<file path="config.mk">
export PLATFORM = sky130hd
export DESIGN_NAME = round_sequencer
export DESIGN_NICKNAME = d
export VERILOG_FILES = /design/src/rtl/tow_pkg.sv /design/src/rtl/tow_lfsr.sv /design/src/rtl/round_sequencer.sv
export SDC_FILE = /design/constraint.sdc
export NUM_CORES = 1
export LEC_CHECK = 0
export ABC_CLOCK_PERIOD_IN_PS = 6900
export BUFFER_PORTS_ARGS = -buffer_cell sky130_fd_sc_hd__buf_2
export CAP_MARGIN = 25
export CORE_MARGIN = 5
export CORE_UTILIZATION = 45
export CTS_BUF_LIST = sky130_fd_sc_hd__clkbuf_8
export CTS_CLUSTER_SIZE = 28
export DETAILED_ROUTE_END_ITERATION = 8
export PLACE_DENSITY = 0.7
export SLEW_MARGIN = 30
export SYNTH_ARGS = -nofsm -noshare
export SYNTH_HDL_FRONTEND = slang
export SYNTH_SLANG_ARGS = --single-unit
</file>
<file path="constraint.sdc">
create_clock -name clk -period 6.9 [get_ports clk]
set_input_delay 1.035 -clock clk [delete_from_list [all_inputs] [get_ports clk]]
set_output_delay 1.035 -clock clk [all_outputs]
set_load 0.005 [all_outputs]
</file>
<file path="src/rtl/tow_pkg.sv">
// Shared definitions for the tug-of-war round sequencer: FSM state type,
// LED mux select encodings, delay-counter width and the LFSR step function.
package tow_pkg;

    typedef enum logic [2:0] {
        ST_IDLE,
        ST_WAIT,
        ST_ARMED,
        ST_RESOLVE,
        ST_HOLD,
        ST_GAMEOVER
    } state_t;

    // LED mux select values driven on led_control
    localparam logic [1:0] LED_BLANK  = 2'b00;
    localparam logic [1:0] LED_SCORE  = 2'b01;
    localparam logic [1:0] LED_ALL    = 2'b10;
    localparam logic [1:0] LED_WINNER = 2'b11;

    // 17 bits holds WAIT_BASE + 255 for any WAIT_BASE below 130817
    localparam int CNT_W = 17;

    // Rope positions that end the game (either outermost LED)
    localparam logic [6:0] END_MASK = 7'b1000001;

    // Feedback taps for x^8 + x^6 + x^5 + x^4 + 1 (bits 7, 5, 4, 3)
    localparam logic [7:0] LFSR_TAPS = 8'hB8;

    function automatic logic [7:0] lfsr_step(input logic [7:0] value);
        return {value[6:0], ^(value & LFSR_TAPS)};
    endfunction

endpackage

</file>
<file path="src/rtl/tow_lfsr.sv">
// 8-bit maximal-length Fibonacci LFSR used to randomise the pre-arm delay.
// A zero seed would lock the register up, so it is replaced by 8'h01.
module tow_lfsr
    import tow_pkg::*;
#(
    parameter logic [7:0] SEED = 8'hA5
) (
    input  logic       clk,
    input  logic       rst,
    input  logic       en,
    output logic [7:0] value
);

    localparam logic [7:0] SEED_SAFE = (SEED == 8'h00) ? 8'h01 : SEED;

    logic [7:0] lfsr_reg;

    // Shift register: reseed on reset, otherwise step whenever enabled
    always_ff @(posedge clk or posedge rst) begin
        if (rst) begin
            lfsr_reg <= SEED_SAFE;
        end else if (en) begin
            lfsr_reg <= lfsr_step(lfsr_reg);
        end
    end

    assign value = lfsr_reg;

endmodule

</file>
<file path="src/rtl/round_sequencer.sv">
// Round sequencer for the tug-of-war game: random pre-arm delay, arming,
// winner/tie resolution, result hold and game-over handling.
// Optional build macro TOW_FALSE_START_EN: a press during WAIT is a false
// start and hands the round to the opponent (both pressed -> tie).
//
// Output timing: leds_on, led_control, gameover, winrnd and right follow the
// state they belong to (registered from the next state). tie is high in the
// IDLE cycle that follows a simultaneous press, and clr is high in the cycle
// after IDLE, so a reset release also produces a clr pulse. The three pulses
// therefore live in different states and can never overlap.
module round_sequencer
    import tow_pkg::*;
#(
    parameter int         WAIT_BASE   = 1000,
    parameter int         HOLD_CYCLES = 500,
    parameter logic [7:0] LFSR_SEED   = 8'hA5
) (
    input  logic       clk,
    input  logic       rst,
    input  logic       pbl,
    input  logic       pbr,
    input  logic [6:0] score,
    output logic       clr,
    output logic       leds_on,
    output logic       winrnd,
    output logic       right,
    output logic       tie,
    output logic [1:0] led_control,
    output logic       gameover
);

    localparam logic [CNT_W-1:0] WAIT_BASE_C = CNT_W'(WAIT_BASE);
    localparam logic [CNT_W-1:0] HOLD_C      = CNT_W'(HOLD_CYCLES);
    localparam logic [CNT_W-1:0] CNT_ONE     = CNT_W'(1);

    state_t           state_reg, state_next;
    logic [CNT_W-1:0] cnt_reg, cnt_next;
    logic             right_latch_reg, right_latch_next;
    logic             tie_next;
    logic [1:0]       led_next;
    logic [7:0]       lfsr_value;
    logic             press_one;
    logic             press_both;
    logic             at_end;

    logic       clr_reg;
    logic       leds_on_reg;
    logic       winrnd_reg;
    logic       right_reg;
    logic       tie_reg;
    logic [1:0] led_control_reg;
    logic       gameover_reg;

    tow_lfsr #(
        .SEED (LFSR_SEED)
    ) u_lfsr (
        .clk   (clk),
        .rst   (rst),
        .en    (1'b1),
        .value (lfsr_value)
    );

    assign press_one  = pbl ^ pbr;
    assign press_both = pbl & pbr;
    assign at_end     = |(score & END_MASK);

    // Next-state logic; counts of N run for exactly N cycles in WAIT/HOLD
    always_comb begin
        state_next       = state_reg;
        cnt_next         = cnt_reg;
        right_latch_next = right_latch_reg;
        tie_next         = 1'b0;
        case (state_reg)
            ST_IDLE: begin
                cnt_next   = WAIT_BASE_C + {{(CNT_W-8){1'b0}}, lfsr_value};
                state_next = ST_WAIT;
            end
            ST_WAIT: begin
                if (cnt_reg <= CNT_ONE) begin
                    state_next = ST_ARMED;
                end else begin
                    cnt_next = cnt_reg - CNT_ONE;
                end
`ifdef TOW_FALSE_START_EN
                // Pressing before the LEDs arm forfeits the round
                if (press_both) begin
                    tie_next   = 1'b1;
                    state_next = ST_IDLE;
                end else if (press_one) begin
                    right_latch_next = pbl;
                    state_next       = ST_RESOLVE;
                end
`endif
            end
            ST_ARMED: begin
                if (press_both) begin
                    tie_next   = 1'b1;
                    state_next = ST_IDLE;
                end else if (press_one) begin
                    right_latch_next = pbr;
                    state_next       = ST_RESOLVE;
                end
            end
            ST_RESOLVE: begin
                cnt_next   = HOLD_C;
                state_next = ST_HOLD;
            end
            ST_HOLD: begin
                if (cnt_reg <= CNT_ONE) begin
                    state_next = at_end ? ST_GAMEOVER : ST_IDLE;
                end else begin
                    cnt_next = cnt_reg - CNT_ONE;
                end
            end
            ST_GAMEOVER: begin
                if (pbl || pbr) begin
                    state_next = ST_IDLE;
                end
            end
            default: begin
                state_next = ST_IDLE;
            end
        endcase
    end

    // LED mux select for the state being entered
    always_comb begin
        led_next = LED_BLANK;
        case (state_next)
            ST_WAIT, ST_RESOLVE, ST_HOLD: led_next = LED_SCORE;
            ST_ARMED:                     led_next = LED_ALL;
            ST_GAMEOVER:                  led_next = LED_WINNER;
            default:                      led_next = LED_BLANK;
        endcase
    end

    // State, delay counter and latched winner side
    always_ff @(posedge clk or posedge rst) begin
        if (rst) begin
            state_reg       <= ST_IDLE;
            cnt_reg         <= '0;
            right_latch_reg <= 1'b0;
        end else begin
            state_reg       <= state_next;
            cnt_reg         <= cnt_next;
            right_latch_reg <= right_latch_next;
        end
    end

    // Registered outputs, all forced low while reset is asserted
    always_ff @(posedge clk or posedge rst) begin
        if (rst) begin
            clr_reg         <= 1'b0;
            leds_on_reg     <= 1'b0;
            winrnd_reg      <= 1'b0;
            right_reg       <= 1'b0;
            tie_reg         <= 1'b0;
            led_control_reg <= LED_BLANK;
            gameover_reg    <= 1'b0;
        end else begin
            clr_reg         <= (state_reg == ST_IDLE);
            leds_on_reg     <= (state_next == ST_ARMED);
            winrnd_reg      <= (state_next == ST_RESOLVE);
            right_reg       <= (state_next == ST_RESOLVE) && right_latch_next;
            tie_reg         <= tie_next;
            led_control_reg <= led_next;
            gameover_reg    <= (state_next == ST_GAMEOVER);
        end
    end

    assign clr         = clr_reg;
    assign leds_on     = leds_on_reg;
    assign winrnd      = winrnd_reg;
    assign right       = right_reg;
    assign tie         = tie_reg;
    assign led_control = led_control_reg;
    assign gameover    = gameover_reg;

endmodule

</file>
==> reports/results.txt <==
Post-Route WL -> 4.30 mm
Net Count, Synth -> 232
xor/xnor cell area share of the yosys netlist -> 2.21%
overall track demand over capacity in global routing -> 15.4%
worst-path fanout max -> 9
status -> completed
CP Buf/Inv Count -> 0
largest family of logic cells by synthesized area -> simple AND/OR/NAND/NOR gates
Max IR drop VDD -> 0.200 mV
global-route wire length before repair -> 7.46 mm
DR vias/cell -> 6.02
Compound-Gate Fraction of Synth Area -> 20.1%
Max Clk Rate -> 373 MHz
number of synthesized register bits -> 36
final worst-path cycle share -> 38.9%
largest net degree at the start of global routing -> 37
CTS-repair resized insts -> 0
CTS tree -> done
HPWL after detailed placement -> 3.03 mm
CP max-delay cell -> or4_4
WS Path Type -> flip-flop to flip-flop
initial DRC count -> 157
syn_area_per_cell -> 9.22 um2
CTS clk-pin slew, worst paths -> 0.07 ns
vias in the first global route -> 1579
Top Ports -> 19
Antenna diodes -> 0
Post-synth EDFFs -> 0
mux contribution to synthesized area -> 1.51%
die height -> 76.4 um
post-CTS setup buffers -> 0
Mapped Area -> 1980 um2
GRT Residual Overflow -> 0
count of final hold-check violations -> 0
DRC violations left -> 0
placed cells -> 273
Largest register FFs -> 17
Cell Chain, Critical Path -> or4_4, nor4_2, a41oi_1, nand2_1, o21ai_0
vias -> 1691
final setup TNS -> 0 ns
layout cells sized above 1 -> 14.0%
die area -> 5830 um2
final setup vio count -> 0
Final Max Slew Viols -> 0
IO Port Bufs -> 13
Fill cells -> 423
CP Capture Type -> flip-flop
final std cells w/o fill -> 281
CP required -> 7.06 ns
CTS sink count -> 36
critical path arrival -> 2.85 ns
top_reg_cell synth -> dfrtp_1
Worst slew margin -> 45.0%
Leakage Power -> 1.04 nW
Post-Synth Simple-Gate Area -> 23.1%
Starting Density -> 45.9%
Synth Area in Adders -> 3.79%
clock period minus worst slack -> 2.68 ns
sequential fraction of the synthesis area -> 45.7%
area delta synth->final -> 11.0%
worst hold path type -> flip-flop to flip-flop
cell area power density -> 264 nW/um2
core area -> 4320 um2
Worst path top cell family by delay -> simple AND/OR/NAND/NOR gates
Synth async-reset ratio -> 100%
RSZ-0062 raised after global routing -> false
htree depth -> 2
First-pass DRT Iterations -> 4
Slew @ Worst Pin -> 0.814 ns
initial antenna violation count -> 0
Mapped Cells -> 215
Clock Skews -> 0.00293 ns
startpoint class of the critical path -> flip-flop
Hold Buf Count CTS -> 0
synth warn -> 0
RD Place Congestion -> 0.891
FP Rows -> 24
Worst path max stage delay -> 0.61 ns
Routed Antenna Nets -> 0
Clock Tree Root -> clkbuf_8
wire per inst -> 15.3 um
nets -> 245
TritonCTS Buffers -> 5
post-synth cell types -> 50
clock latency on the worst-skew pair -> 0.29 ns
number of max-cap violations -> 0
maximum root-to-sink buffer count -> 2
Die Width -> 76.4 um
==> through the flow <==
step / hold slack, ns / area (um2) / utilization [%] / setup slack [ns] / power [mW]
3_3_place_gp: 0.371 / 2090 / 48.4 / 4.28 / 0.394
2_1_floorplan: 0.355 / 1980 / - / 4.48 / 0.365
5_1_grt: 0.408 / 2200 / 50.9 / 4.04 / 0.624
3_5_place_dp: 0.379 / 2090 / 48.4 / 4.26 / 0.399
6_report: 0.390 / 2200 / 50.9 / 4.22 / 0.581
4_1_cts: 0.394 / 2200 / 50.9 / 4.24 / 0.585
==> cells by family after synthesis <==
family	count (synthesis)
and+or+nand+nor	87
AOI/OAI and AO/OA	59
DFF	36
buffers and inverters	19
adders and majority gates	6
xor gates and xnor gates	5
muxes	3
==> metal layers <==
| metal | share of wire [%] | GRT usage [%] | vias up |
|---|---|---|---|
| li1 | - | - | 823 |
| met4 | 2.6 | 5.42 | 0 |
| met2 | 44 | 23.5 | 45 |
| met3 | 4.8 | 4.02 | 13 |
| met5 | 0 | 0 | - |
| met1 | 48 | 21.1 | 810 |
==> where the power goes <==
group / switching (mW) / internal (mW)
Clock: 0.0765 / 0.107
Sequential: 0.0419 / 0.243
Combinational: 0.0641 / 0.0492
Total: 0.183 / 0.399
==> cell usage after synthesis, drive strengths merged (2+ instances only) <==
| cell type | number | share of area, % |
|---|---|---|
| a211oi | 2 | 0.76 |
| a21o | 4 | 1.5 |
| a21oi | 15 | 3.8 |
| a31oi | 4 | 1.3 |
| and3 | 3 | 0.95 |
| clkbuf | 8 | 1.5 |
| dfrtp | 32 | 40 |
| dfstp | 4 | 5.3 |
| ha | 6 | 3.8 |
| inv | 11 | 2.1 |
| mux2i | 3 | 1.5 |
| nand2 | 21 | 4.0 |
| nand2b | 3 | 0.95 |
| nand3 | 4 | 1.0 |
| nand4 | 3 | 0.95 |
| nor2 | 20 | 3.8 |
| nor2b | 3 | 0.95 |
| nor3 | 9 | 2.3 |
| nor4 | 7 | 2.5 |
| o21ai | 8 | 2.0 |
| o22ai | 2 | 0.63 |
| o2bb2ai | 4 | 1.8 |
| o31ai | 5 | 1.9 |
| or3 | 2 | 0.63 |
| or4 | 6 | 2.6 |
| xnor2 | 2 | 0.88 |
| xor2 | 3 | 1.3 |
==> worst paths after layout <==
check	from	endpoint	slack [ns]	depth (start not counted)
worst max-delay path	cnt_reg[6]$_DFFE_PP0P_	cnt_reg[0]$_DFFE_PP0P_	4.22	5
max in group asynchronous	rst	u_lfsr.value[7]$_DFF_PP1_	5.72	3
worst min-delay path	u_lfsr.value[1]$_DFF_PP0_	u_lfsr.value[2]$_DFF_PP1_	0.39	0
worst min register to register	u_lfsr.value[1]$_DFF_PP0_	u_lfsr.value[2]$_DFF_PP1_	0.39	0
worst max register to register	cnt_reg[6]$_DFFE_PP0P_	cnt_reg[0]$_DFFE_PP0P_	4.22	5
min in group asynchronous	rst	state_reg[1]$_DFF_PP0_	0.83	3
==> layout by cell type (no fill, tap or decap), types with 6 or more instances in the layout <==
cell type and count:
buf_2 13, ha_1 6, nor3_1 9, o21ai_0 8
nor2_1 20, inv_1 11, nor4_1 6, a21oi_1 15
nand2_1 21, dfrtp_1 32
==> final cells by class <==
type / count / area (um2) / share of cell area [%]
clock buffer: 5 / 68.8 / 3.13
multi-input combinational: 160 / 1010 / 45.7
inverter: 11 / 41.3 / 1.88
clock inverter: 3 / 42.5 / 1.93
timing repair buffer: 14 / 72.6 / 3.30
sequential: 36 / 906 / 41.1
tap: 52 / 65.1 / 2.95
Power figures use the tool's default switching activity.
